==> src/rtl/irq_priority_ctrl.sv <==
// Interrupt priority controller: edge/level capture, masking, highest-index-wins
// arbitration and a registered valid/ready ID presentation to one consumer.
module irq_priority_ctrl #(
  parameter int NUM_IRQ = 8,
  parameter int ID_W    = 4
) (
  input  logic               clk,
  input  logic               rst_n,
  input  logic [NUM_IRQ-1:0] irq_in,
  input  logic [NUM_IRQ-1:0] irq_mask,
  input  logic [NUM_IRQ-1:0] irq_edge,
  input  logic               irq_ready,
  input  logic [NUM_IRQ-1:0] ovf_clr,
  output logic               irq_valid,
  output logic [ID_W-1:0]    irq_id,
  output logic [NUM_IRQ-1:0] pending,
  output logic [NUM_IRQ-1:0] overflow,
  output logic               dbg_state_o
);

  // Handshake: irq_id/irq_valid are held stable while irq_valid=1 and irq_ready=0;
  // the transfer happens on the rising edge where both are high, and irq_ready
  // is ignored while irq_valid=0.
  typedef enum logic {ST_IDLE = 1'b0, ST_PRESENT = 1'b1} state_e;

  state_e             state_q, state_d;
  logic [NUM_IRQ-1:0] prev_q, pend_q, pend_d, ovf_q, ovf_d;
  logic [NUM_IRQ-1:0] rise, clr, elig;
  logic [ID_W-1:0]    id_q, id_d, win_id;
  logic               accept, any_elig;

  assign rise     = irq_in & ~prev_q;
  assign accept   = (state_q == ST_PRESENT) && irq_ready;
  assign elig     = pend_q & irq_mask;
  assign any_elig = |elig;

  always_comb begin
    clr = '0;
    for (int i = 0; i < NUM_IRQ; i++) begin
      clr[i] = accept && (id_q == ID_W'(i + 1));
    end
  end

  // Edge channels: a new rising edge beats the acceptance clear; a rising edge
  // on a still-pending (and not just accepted) channel is a lost interrupt.
  assign pend_d = (irq_edge & (rise | (pend_q & ~clr))) | (~irq_edge & irq_in);
  assign ovf_d  = (irq_edge & rise & pend_q & ~clr) | (ovf_q & ~ovf_clr);

  always_comb begin
    win_id = '0;
    for (int i = 0; i < NUM_IRQ; i++) begin
      if (elig[i]) win_id = ID_W'(i + 1);
    end
  end

  always_comb begin
    state_d = state_q;
    id_d    = id_q;
    case (state_q)
      ST_IDLE: begin
        if (any_elig) begin
          state_d = ST_PRESENT;
          id_d    = win_id;
        end else begin
          id_d = '0;
        end
      end
      ST_PRESENT: begin
        if (irq_ready) begin
          state_d = ST_IDLE;
          id_d    = '0;
        end
      end
      default: begin
        state_d = ST_IDLE;
        id_d    = '0;
      end
    endcase
  end

  always_ff @(posedge clk or negedge rst_n) begin
    if (!rst_n) begin
      state_q <= ST_IDLE;
      id_q    <= '0;
      prev_q  <= '0;
      pend_q  <= '0;
      ovf_q   <= '0;
    end else begin
      state_q <= state_d;
      id_q    <= id_d;
      prev_q  <= irq_in;
      pend_q  <= pend_d;
      ovf_q   <= ovf_d;
    end
  end

  assign irq_valid   = (state_q == ST_PRESENT);
  assign irq_id      = id_q;
  assign pending     = pend_q;
  assign overflow    = ovf_q;
  assign dbg_state_o = state_q;

endmodule

==> config.mk <==
export PLATFORM = sky130hd
export DESIGN_NAME = irq_priority_ctrl
export DESIGN_NICKNAME = d
export VERILOG_FILES = /design/src/rtl/irq_priority_ctrl.sv
export SDC_FILE = /design/constraint.sdc
export NUM_CORES = 1
export LEC_CHECK = 0
export BUFFER_PORTS_ARGS = -buffer_cell sky130_fd_sc_hd__buf_2
export CAP_MARGIN = 25
export CORE_UTILIZATION = 49
export DETAILED_ROUTE_END_ITERATION = 10
export GPL_TIMING_DRIVEN = 0
export PLACE_DENSITY = 0.83
export SYNTH_ARGS = -nofsm -noshare
export SYNTH_HDL_FRONTEND = slang
export SYNTH_SLANG_ARGS = --single-unit
==> constraint.sdc <==
create_clock -name clk -period 2.8 [get_ports clk]
set_clock_uncertainty 0.05 [all_clocks]
set_input_delay 0.7 -clock clk [delete_from_list [all_inputs] [get_ports clk]]
set_output_delay 0.7 -clock clk [all_outputs]
set_load 0.03 [all_outputs]
---- After elaboration in Yosys (flattened, before gate mapping) ----
Index checks and enable logic that the tools add are counted.
word-level totals
  word-level logic and storage cells ...... 55
  input bits .............................. 35
  output and inout bits ................... 22
  bits in registers ....................... 29
operators by class
  reduce and logical (&&, ||, !) cells .... 10
  bitwise logic cells ..................... 17
  mux-type cells .......................... 14
  equality and inequality tests ........... 9
operator list
  operator            number
  $and 8x8->8         9
  $mux 4              9
  $not 8->8           4
  $or 8x8->8          3
  $eq 4x3->1 const B  4
  $logic_and 1x1->1   9
  $eq 4x2->1 const B  2
  $pmux 4 s2          1
  $reduce_or 8->1     1
  $eq 4x1->1 const B  1
  $eq 4x4->1 const B  1
  $mux 1              3
  $ne 2x2->1 const B  1
  $pmux 1 s2          1
  $not 1->1           1

---- Depth between registers and ports, before layout ----
  word-level depth ........................ 11
  mapped depth ............................ 4
  gate-level depth less buffers ........... 4

---- Least setup slack after synthesis ----
OpenSTA, ideal clock, no wires.
  path kind ............................... input to register
  from .................................... input port irq_mask[4]
  to ...................................... register id_q[0] (netlist: irq_id[0])
  arrival time ............................ 1,429 ps
  stages on the path ...................... 4
  setup time .............................. 122 ps
  path buffers ............................ 0
  slack ................................... 1,200 ps
  data required time ...................... 2,628 ps
  path through ............................ a22o_1 -> nand2b_4 -> nand4b_4 -> a32o_1
on the way
  word-level cells in the longest chain between the ends .. 7
  elaborated cells between the ends (all ways) .. 8
  classes of those cells .................. mux (6); bitwise (1); reduce/logical (1)
ends and longest elaborated chain
  element                 line  source
  start: declaration      10    input logic [NUM_IRQ-1:0] irq_mask,
  $and 8x8->8 (*)         34    assign elig = pend_q & irq_mask;
  $mux 4 (4 in a row)     52    if (elig[i]) win_id = ID_W'(i + 1);
  $mux 4 (*)              61    if (any_elig) begin
  $pmux 4 s2 (*)          59    case (state_q)
  end signal: assignment  90    id_q <= id_d;
  end: declaration        29    logic [ID_W-1:0] id_q, id_d, win_id;
Every way passes the cells marked *; elsewhere a longest branch is shown, timed or not.
A chain may end at the register's enable or synchronous reset.

---- Worst setup path after layout ----
  from .................................... register state_q (netlist: dbg_state_o)
  to ...................................... output port irq_valid
RTL lines
  element                   line  source
  start: declaration        26    state_e state_q, state_d;
  start signal: assignment  89    state_q <= state_d;
  end: declaration          14    output logic irq_valid,
No word-level cell between the ends.

==> results.md <==
* Crit-path max FO at 9
* Sequential cell area fraction in the yosys report at 58.35%
* Die area at 0.002744 sq mm
* Worst setup SP type: flop
* MaxCap Viol Count at 0
* Overflow after GRT at 0
* Pre-CTS WS at 993.2 ps
* CTS tree: yes
* Synth area leader: dfrtp_1
* Fin nets at 211
* WS Path Type: flop to primary output
* # diodes at 0
* Synth top area cells: dfrtp_1, nand2_1, inv_1
* WHS at 330.4 ps
* Worst Tran Pin Value at 625.0 ps
* Worst EP arrival at 1150 ps
* Post-CTS Repair Setup Buffers at 0
* CTS max path bufs at 2
* Initial antenna violation count at 0
* Total number of vias at 1114
* Most common cell in the netlist: dfrtp_1
* Rel. slew slack at 58.33%
* Fill count at about 190
* DR WL/cell at 13.90 um
* GPL Wtd Cong at 0.7392
* Yosys Warn Count at 0
* Hold Crit Class: primary input to asynchronous set/reset pin
* Synth async-reset ratio at 100.0%
* Drt drc at 0
* Clock-pin slew on the worst setup and hold paths at 90 ps
* Post-synth EDFFs at 0
* Setup TNS at 0 ps
* Clk Latency, worst-skew pair at 320 ps
* Total GRT Usage at 23.73%
* Synth Register Bits at 29
* Fin. max-slew vios at 0
* Pwr Density at a little under 600 mW/mm^2
* LEAKAGE at between 0.8 and 0.9 nW
* Worst setup margin at 902.4 ps
* Max Clock Freq at 527.0 MHz
* Area share of the largest cell type after synthesis at around three fifths
* CP endpoint kind: primary output
* Library cells used by synthesis at 24
* Worst VDD drop at 0.4919 mV
* Site row count at 17
* Post_cts resized at 0
* Die Height at 52.38 um
* Post-route ant nets at 0
* Synth Flop Type: dfrtp_1
* Ratio of cells with drive above 1 in the final layout at 38.07%
* Max H-tree Level at 2
* Hold Fails Final Rpt at 0
* Period utilization at just under 70%
* Io pins at 57
* Initial drt markers at 10
* Cell Area, Synth at 0.001244 sq mm
* Vias in the first global route at between 1000 and 1500
* Most frequent cells after synthesis: dfrtp_1, nand2_1, inv_1
* Final setup viols at 0
* Port Buffers at 56
* Vias/cell at 5.461
* Critical path's slowest cell: dfrtp_1
* Clock Sinks at 29
* P&R area growth vs syn at 29.78%
* Final Power at between 0.9 and 1 mW
* Required time worst endpoint at slightly above 2000 ps
* First-pass GRT wire length at 4533 um
* Area of the multi-input gates at 450.4 sq um
* Status: completed
* First drt pass iteration count at 4
* Mapped Nets at around 150
* Register Area at 725.7 sq um
* HPWL Detailed at 2198 um
* Crit path largest cell delay at 490 ps
* RSZ-0062 raised after global routing: false
* Cts hold-fix bufs at 0
* Avg Cell Area, Syn at 11.01 sq um
* Largest net degree at the start of global routing at 30
* Core ar. at 0.002297 sq mm
* Routed WL at 2835 um
* Root Driver: clkbuf_4
* Critical path, cell by cell: buf_4, buf_2
* Horiz. Die Dim at 52.38 um
* CTS buffer count at 5
* Initial Utilization at 54.14%
* Final Critical Period at roughly 1900 ps
* Mapped Cells at 113
* Design area at 0.001614 sq mm
* Placed Instance Area at 0.001559 sq mm
per-layer routing:
layer	routed length, um	track usage (%)	vias to the layer above
met5	0	0	-
li1	-	-	535
met4	19	9.649	0
met2	1373	39.45	54
met1	1214	27.24	522
met3	227	8.986	3
cell families after synthesis:
logic type / after synthesis / synth area share [%]
compound gates: 34 / 21.73
buf+inv: 17 / 5.433
flops: 29 / 58.35
simple gates: 33 / 14.49
report_power, final:
| group | switching, mW | internal [mW] |
|---|---|---|
| Clock | 0.134 | 0.118 |
| Sequential | 0.0380 | 0.453 |
| Combinational | 0.137 | 0.0804 |
stage by stage:
stage | util (%) | cells
after floorplan | - | 113
after global placement | 67.86 | 197
after detailed placement | 67.86 | 197
after CTS | 70.26 | 204
after global routing | 70.26 | 204
final | 70.26 | 204
state kept, by name, indices dropped and copies added (netlist names):
signal,flops
pending,8
prev_q,8
overflow,8
irq_id,4
dbg_state_o,1
worst max-delay path, delay by kind of cell (launching register included):
family,cells,cell delay [ps]
flip-flops,1,490
buffers and inverters,2,330
placed cells by master (no fill, tap or decap):
cell type,instances
a21o_1,5
a21oi_1,1
a22o_1,3
a22oi_1,1
a22oi_2,1
a31oi_1,3
a32o_1,4
a32oi_1,2
buf_2,56
buf_4,1
clkbuf_1,1
clkbuf_4,5
clkbuf_8,1
dfrtp_1,29
inv_1,16
nand2_1,25
nand2b_4,1
nand3b_1,2
nand4b_1,2
nand4b_4,1
nor2b_1,1
nor3_2,1
o21a_1,1
o21ai_0,4
o21ai_1,1
o311a_1,2
o311ai_1,3
o32ai_1,3
final timing paths:
kind,start,end,slack (ps),cells past startpoint
setup reg to reg,dbg_state_o$_DFF_PN0_,overflow[4]$_DFF_PN0_,1280,3
hold / removal,rst_n,overflow[1]$_DFF_PN0_,330,1
max in group asynchronous,rst_n,prev_q[3]$_DFF_PN0_,1960,1
setup / recovery,dbg_state_o$_DFF_PN0_,irq_valid,900,2
min in group clk,prev_q[6]$_DFF_PN0_,overflow[6]$_DFF_PN0_,430,1
hold reg to reg,prev_q[6]$_DFF_PN0_,overflow[6]$_DFF_PN0_,430,1
final cells by class:
class                   instances  share of cell area (%)
clock buffers                   7                   3.411
plain buffers                   1                  0.4651
multi-input cells              67                   27.91
well taps                      28                   2.171
repair buffers                 56                   17.36
inverters                      16                   3.721
flip-flops and latches         29                   44.96
Power figures use the tool's default switching activity.
